[src/rtl/word_packer_d2_if.sv]
// Handshake and data bundle for word_packer_d2: the upstream beat channel
// (valid/ready, shifted word, length, flush), the fill level fed back to the
// upstream shifter, and the downstream word channel with last/error flags.
interface word_packer_d2_if #(
  parameter int WIDTH     = 196,
  parameter int O_WIDTH   = 128,
  parameter int SHIFT_BIT = 7
);
  // Upstream beat channel
  logic                 i_valid;
  logic                 o_ready;
  logic [WIDTH-1:0]     i_word;
  logic [7:0]           i_len;
  logic                 i_flush;
  logic [SHIFT_BIT-1:0] o_amt;

  // Downstream word channel
  logic                 o_valid;
  logic                 i_ready;
  logic [O_WIDTH-1:0]   o_word;
  logic                 o_last;
  logic                 o_err;

  // Packer side
  modport slave (
    input  i_valid, i_word, i_len, i_flush, i_ready,
    output o_ready, o_amt, o_valid, o_word, o_last, o_err
  );

  // Producer/consumer side
  modport master (
    output i_valid, i_word, i_len, i_flush, i_ready,
    input  o_ready, o_amt, o_valid, o_word, o_last, o_err
  );
endinterface

[src/rtl/word_packer_d2.sv]
// Bit packer: accumulates variable-length, pre-shifted upstream fields into a
// WIDTH-bit window and emits O_WIDTH-bit words (bit 0 oldest). A flush request
// drains the partial word zero-padded and tags the final word with o_last.
module word_packer_d2 #(
  parameter int WIDTH     = 196,
  parameter int O_WIDTH   = 128,
  parameter int SHIFT_BIT = 7
) (
  input logic              i_clk,
  input logic              i_rst,
  word_packer_d2_if.slave  bus
);

  // Largest field a single beat may carry; larger lengths are clamped.
  localparam logic [7:0] LEN_MAX = 8'(WIDTH - O_WIDTH);
  localparam logic [8:0] O_W9    = 9'(O_WIDTH);

  typedef enum logic {
    RUN   = 1'b0,
    FLUSH = 1'b1
  } state_e;

  state_e               state_q, state_d;
  logic [WIDTH-1:0]     buf_q,   buf_d;
  logic [7:0]           fill_q,  fill_d;
  logic [O_WIDTH-1:0]   word_q,  word_d;
  logic                 valid_q, valid_d;
  logic                 last_q,  last_d;
  logic                 err_q,   err_d;

  logic                 ready;
  logic                 accept;
  logic                 flush_acc;
  logic                 emit;
  logic [7:0]           len_eff;
  logic [8:0]           nfill;
  logic [WIDTH-1:0]     merged;

  // Mask keeping only the lowest n bits of an output word, so a padded
  // flush word never carries stray bits above the fill level.
  function automatic logic [O_WIDTH-1:0] low_mask(input logic [7:0] n);
    logic [O_WIDTH-1:0] m;
    m = '0;
    for (int i = 0; i < O_WIDTH; i++) begin
      if (i < int'(n)) m[i] = 1'b1;
    end
    return m;
  endfunction

  // Handshake qualification and merge arithmetic for the current beat.
  always_comb begin
    ready     = (state_q == RUN) && (!valid_q || bus.i_ready);
    accept    = bus.i_valid && ready;
    flush_acc = bus.i_flush && ready;
    len_eff   = (bus.i_len > LEN_MAX) ? LEN_MAX : bus.i_len;
    merged    = buf_q | bus.i_word;
    nfill     = {1'b0, fill_q} + {1'b0, len_eff};
    emit      = accept && (nfill >= O_W9);
  end

  // Next-state, buffer and output-register update.
  always_comb begin
    // NOTE: every variable gets a default first so no path infers a latch.
    state_d = state_q;
    buf_d   = buf_q;
    fill_d  = fill_q;
    word_d  = word_q;
    last_d  = last_q;
    err_d   = err_q;
    valid_d = valid_q && !bus.i_ready;

    case (state_q)
      RUN: begin
        if (accept) begin
          if (bus.i_len > LEN_MAX) err_d = 1'b1;
          if (emit) begin
            word_d  = merged[O_WIDTH-1:0];
            valid_d = 1'b1;
            last_d  = 1'b0;
            buf_d   = merged >> O_WIDTH;
            fill_d  = 8'(nfill - O_W9);
          end else begin
            buf_d  = merged;
            fill_d = nfill[7:0];
          end
        end

        // Flush looks at what remains after this beat's merge/emission.
        if (flush_acc) begin
          if (emit) begin
            if (fill_d == 8'd0) last_d  = 1'b1;
            else                state_d = FLUSH;
          end else if (fill_d != 8'd0) begin
            word_d  = buf_d[O_WIDTH-1:0] & low_mask(fill_d);
            valid_d = 1'b1;
            last_d  = 1'b1;
            buf_d   = '0;
            fill_d  = 8'd0;
          end
        end
      end

      FLUSH: begin
        // Wait for the output register to free up, then drain the remainder.
        if (!valid_q || bus.i_ready) begin
          word_d  = buf_q[O_WIDTH-1:0] & low_mask(fill_q);
          valid_d = 1'b1;
          last_d  = 1'b1;
          buf_d   = '0;
          fill_d  = 8'd0;
          state_d = RUN;
        end
      end

      default: state_d = RUN;
    endcase
  end

  // State registers with synchronous reset that overrides any handshake.
  always_ff @(posedge i_clk) begin
    // NOTE: non-blocking assignments so every flop samples pre-edge values.
    if (i_rst) begin
      state_q <= RUN;
      buf_q   <= '0;
      fill_q  <= 8'd0;
      word_q  <= '0;
      valid_q <= 1'b0;
      last_q  <= 1'b0;
      err_q   <= 1'b0;
    end else begin
      state_q <= state_d;
      buf_q   <= buf_d;
      fill_q  <= fill_d;
      word_q  <= word_d;
      valid_q <= valid_d;
      last_q  <= last_d;
      err_q   <= err_d;
    end
  end

  assign bus.o_ready = ready;
  assign bus.o_amt   = fill_q[SHIFT_BIT-1:0];
  assign bus.o_valid = valid_q;
  assign bus.o_word  = word_q;
  assign bus.o_last  = last_q;
  assign bus.o_err   = err_q;

endmodule

[src/flat_wrapper.sv]
// flat-port wrapper written by rule: the top's interface ports become plain ports
module word_packer_d2_flat 
#(
  parameter int WIDTH     = 196,
  parameter int O_WIDTH   = 128,
  parameter int SHIFT_BIT = 7
)
  (i_clk, i_rst, bus_i_valid, bus_i_word, bus_i_len, bus_i_flush, bus_i_ready, bus_o_ready, bus_o_amt, bus_o_valid, bus_o_word, bus_o_last, bus_o_err);
  word_packer_d2_if #(.WIDTH(WIDTH), .O_WIDTH(O_WIDTH), .SHIFT_BIT(SHIFT_BIT)) bus_i ();
  input logic i_clk;
  input logic i_rst;
  input wire logic [$bits(bus_i.i_valid)-1:0] bus_i_valid;
  input wire logic [$bits(bus_i.i_word)-1:0] bus_i_word;
  input wire logic [$bits(bus_i.i_len)-1:0] bus_i_len;
  input wire logic [$bits(bus_i.i_flush)-1:0] bus_i_flush;
  input wire logic [$bits(bus_i.i_ready)-1:0] bus_i_ready;
  output wire logic [$bits(bus_i.o_ready)-1:0] bus_o_ready;
  output wire logic [$bits(bus_i.o_amt)-1:0] bus_o_amt;
  output wire logic [$bits(bus_i.o_valid)-1:0] bus_o_valid;
  output wire logic [$bits(bus_i.o_word)-1:0] bus_o_word;
  output wire logic [$bits(bus_i.o_last)-1:0] bus_o_last;
  output wire logic [$bits(bus_i.o_err)-1:0] bus_o_err;
  assign bus_i.i_valid = bus_i_valid;
  assign bus_i.i_word = bus_i_word;
  assign bus_i.i_len = bus_i_len;
  assign bus_i.i_flush = bus_i_flush;
  assign bus_i.i_ready = bus_i_ready;
  assign bus_o_ready = bus_i.o_ready;
  assign bus_o_amt = bus_i.o_amt;
  assign bus_o_valid = bus_i.o_valid;
  assign bus_o_word = bus_i.o_word;
  assign bus_o_last = bus_i.o_last;
  assign bus_o_err = bus_i.o_err;
  word_packer_d2 #(.WIDTH(WIDTH), .O_WIDTH(O_WIDTH), .SHIFT_BIT(SHIFT_BIT)) u_core (.i_clk(i_clk), .i_rst(i_rst), .bus(bus_i));
endmodule
[config.mk]
export PLATFORM = sky130hd
export DESIGN_NAME = word_packer_d2_flat
export DESIGN_NICKNAME = d
export VERILOG_FILES = /design/src/rtl/word_packer_d2_if.sv /design/src/rtl/word_packer_d2.sv /design/src/flat_wrapper.sv
export SDC_FILE = /design/constraint.sdc
export NUM_CORES = 1
export LEC_CHECK = 0
export ABC_CLOCK_PERIOD_IN_PS = 9200
export CAP_MARGIN = 20
export CORE_ASPECT_RATIO = 1.25
export CORE_UTILIZATION = 40
export DETAILED_ROUTE_END_ITERATION = 8
export PLACE_DENSITY_LB_ADDON = 0.25
export SLEW_MARGIN = 0
export SYNTH_ARGS = -nofsm -noshare
export SYNTH_HDL_FRONTEND = slang
export SYNTH_SLANG_ARGS = --single-unit
export TNS_END_PERCENT = 10
[constraint.sdc]
create_clock -name i_clk -period 9.2 [get_ports i_clk]
set_input_delay 1.84 -clock i_clk [delete_from_list [all_inputs] [get_ports i_clk]]
set_output_delay 1.84 -clock i_clk [all_outputs]
set_load 0.01 [all_outputs]
==> metrics.md <==
| Metric | Value |
|---|---|
| Final Hold Viols | `0` |
| Synth-to-Final Area Change | `27.4%` |
| Crit-path leading delay family | `compound AO/OA/AOI/OAI gates` |
| Synth Warn # | `0` |
| Die Width | `198 um` |
| Final TNS setup | `0 ns` |
| CP required | `9.71 ns` |
| Remaining Overflow, GRT | `0` |
| Initial antenna violation count | `8` |
| Die ar. | `49000 um2` |
| Mapped cell area | `19300 um2` |
| IO Port Bufs | `347` |
| Mapped Nets | `2635` |
| Sw frac | `36.3%` |
| Util after Layout | `51.8%` |
| Worst setup margin | `2.26 ns` |
| Met2 global-route usage | `59.5%` |
| Critical path type | `input pin to flip-flop` |
| Share of layout cells above drive strength 1 | `7.10%` |
| P per Cell Area | `196 nW/um2` |
| Core area | `47300 um2` |
| Placed cell area | `23200 um2` |
| Critical Path Sink Type | `flip-flop` |
| Setup Fix Bufs, Post-CTS | `0` |
| Cells after DPL | `3242` |
| Post-synth EDFFs | `0` |
| Dominant cells by area after synthesis | `dfxtp_1, a22o_1, a21oi_1` |
| Worst-Margin Slew | `1.28 ns` |
| DR vias/cell | `7.07` |
| Cell taking the most area after synthesis | `dfxtp_1` |
| Die Y | `247 um` |
| CP Max Fanout | `88` |
| Deepest clock path buffer count | `3` |
| Synth top area share | `34.9%` |
| Sequential power share | `36.9%` |
| Wirelength per Cell | `31.2 um` |
| FMAX | `144 MHz` |
| Total GRT Usage | `41.0%` |
| Hold buffer count at CTS | `0` |
| Initial Util | `40.7%` |
| #FFs+latches synth | `336` |
| RSZ-0062 raised after global routing | `no` |
| Clock transition at path regs | `0.06 ns` |
| Number of global-route vias before repair | `22000` |
| # nets final | `2870` |
| HP Class | `flip-flop to flip-flop` |
| Netlist cell types | `82` |
| # setup viols final | `0` |
| Routed vias | `23500` |
| Clk network pwr share | `32.4%` |
| Pleak | `8.54 nW` |
| Maximum number of pins on one net before global-route repair | `89` |
| I/O pin count | `348` |
| Status | `finished clean` |
| CTS Sinks | `336` |
| WHS | `0.475 ns` |
| Fill cells | `4493` |
| Total power | `4.81 mW` |
| Period utilization | `75.4%` |
| Internal power | `3.06 mW` |
| Final Max Tran Viols | `0` |
| Drt total wl | `104 mm` |
| Data arrival time of the worst path | `7.45 ns` |
| Psw | `1.75 mW` |
| Gr busiest metal | `met2` |
| Sum of buffers and inverters on the critical path | `2` |
| Sequential fraction of the synthesis area | `34.9%` |
| Met3 Usage GRT | `15.5%` |
| Most common cell in the netlist | `dfxtp_1` |
| Antenna Violating Nets Remaining | `0` |
| Slowest Stage Delay on Critical Path | `1.10 ns` |
| Clock latency on the worst-skew pair | `0.58 ns` |
| Clock skew | `0.0192 ns` |
| Startpoint types | `input pin` |
| CTS tree | `done` |
| First-pass GRT wire length | `148 mm` |
| Commonest cells in the netlist | `dfxtp_1, nor2_1, a21oi_1` |
| Synth async-reset ratio | `0%` |
| Root buf cell | `clkbuf_16` |
| Slew margin rel. | `14.3%` |
| Met1 Track Usage GR | `48.9%` |
| Synth Flop Type | `dfxtp_1` |
| H-tree level count | `2` |
| Place WS | `1.79 ns` |
| Syn_area_per_cell | `7.97 um2` |
| Gate count of the mapped netlist | `2416` |
| Post-CTS sizing | `0` |
| Max-cap viol count | `0` |
| Row cnt | `89` |
| Min Tclk post-route | `6.94 ns` |
| RePlAce Congestion | `1.01` |
| Combinational share of power | `30.7%` |
| Worst path cell trace | `clkdlybuf4s50_1, o21ai_0, nand2_1, a21oi_1, and2_1, ha_1, fa_1, a211oi_2, o21ai_1, o31a_1, o211a_1, o41ai_4, nand3_1, a21oi_4, buf_12, a22o_1` |
| Worst VDD drop | `0.000118 V` |
| TritonCTS buffer count | `39` |
| Crit path max-delay cell type | `o41ai_4` |
| Design area | `24500 um2` |
| Non-filler instance count after layout | `3321` |
| DRT iter0 DRCs | `3417` |
| DRC viols | `0` |
| First-pass DRT Iterations | `8` |
| Post-detail-place hpwl | `67.8 mm` |
per-layer routing:
| metal | vias up | wire length, um |
|---|---|---|
| met2 | 2005 | 43100 |
| met5 | - | 144 |
| met4 | 11 | 8940 |
| met1 | 11100 | 36400 |
| li1 | 9854 | - |
| met3 | 528 | 15000 |
worst reg2reg max path, stage by stage (launching register included):
cell and delay [ns]:
dfxtp_1 0.43, ha_1 0.30, fa_1 0.43, a211oi_2 0.34, o21ai_1 0.17, o31a_1 0.35
o211a_1 0.30, o41ai_4 1.11, nand3_1 0.28, a21oi_4 0.58, buf_12 0.42, a22o_1 0.46
power by group through the flow:
stage                     sequential (mW)  clock, mW  combinational (mW)
after floorplan                      1.77          0               0.726
after detailed placement             1.79          0                1.39
after CTS                            1.76       1.55                1.40
after global routing                 1.79       1.61                1.52
final                                1.78       1.56                1.48
after global placement               1.79          0                1.37
cell families (layout without fill, tap and decap cells):
kind of cell               count (synthesis)  in the layout  synth area share (%)
AOI/OAI and AO/OA                       1098           1098                  41.2
and+or+nand+nor                          720            720                  17.4
DFF                                      336            336                  34.9
buffers and inverters                    243            504                  5.37
adders and majority gates                 10             10                 0.689
muxes                                      5              5                 0.279
xor gates and xnor gates                   3              3                 0.136
other                                      1              8                0.0195
registers in the layout, indices dropped and copies added (netlist names):
signal,flops
u_core.buf_q,196
u_core.bus.o_word,128
u_core.fill_q,8
u_core.bus.o_err,1
u_core.bus.o_last,1
u_core.bus.o_valid,1
u_core.state_q,1
worst paths after layout:
check                                  from  cells past startpoint                        endpoint  slack (ns)
max                            bus_i_len[0]                     16   u_core.buf_q[77]$_SDFFE_PP0P_        2.26
max reg2reg   u_core.fill_q[0]$_SDFFE_PP0P_                     11   u_core.buf_q[77]$_SDFFE_PP0P_        4.00
min reg2reg  u_core.buf_q[154]$_SDFFE_PP0P_                      1  u_core.buf_q[154]$_SDFFE_PP0P_        0.48
min          u_core.buf_q[154]$_SDFFE_PP0P_                      1  u_core.buf_q[154]$_SDFFE_PP0P_        0.48
layout make-up:
type                       instances  area, um2  area share [%]
multi-input combinational       1837      11600            47.4
antenna                            7       17.5          0.0714
sequential                       336       6730            27.4
timing repair buffer             422       4110            16.7
tap                              637        797            3.25
clock inverter                     8       93.8           0.383
clock buffer                      59       1110            4.53
inverter                          15       58.8           0.240
cells in the final DEF (no fill, tap or decap), types with 59 or more instances in the layout:
cell and count:
o211ai_1 69, o21ai_0 133, nand2_1 173, a22o_1 132
nor2_1 242, nor3_1 81, a21oi_1 201, clkdlybuf4s50_1 346
dfxtp_1 335, or3_1 59, buf_4 68
Power figures use the tool's default switching activity.
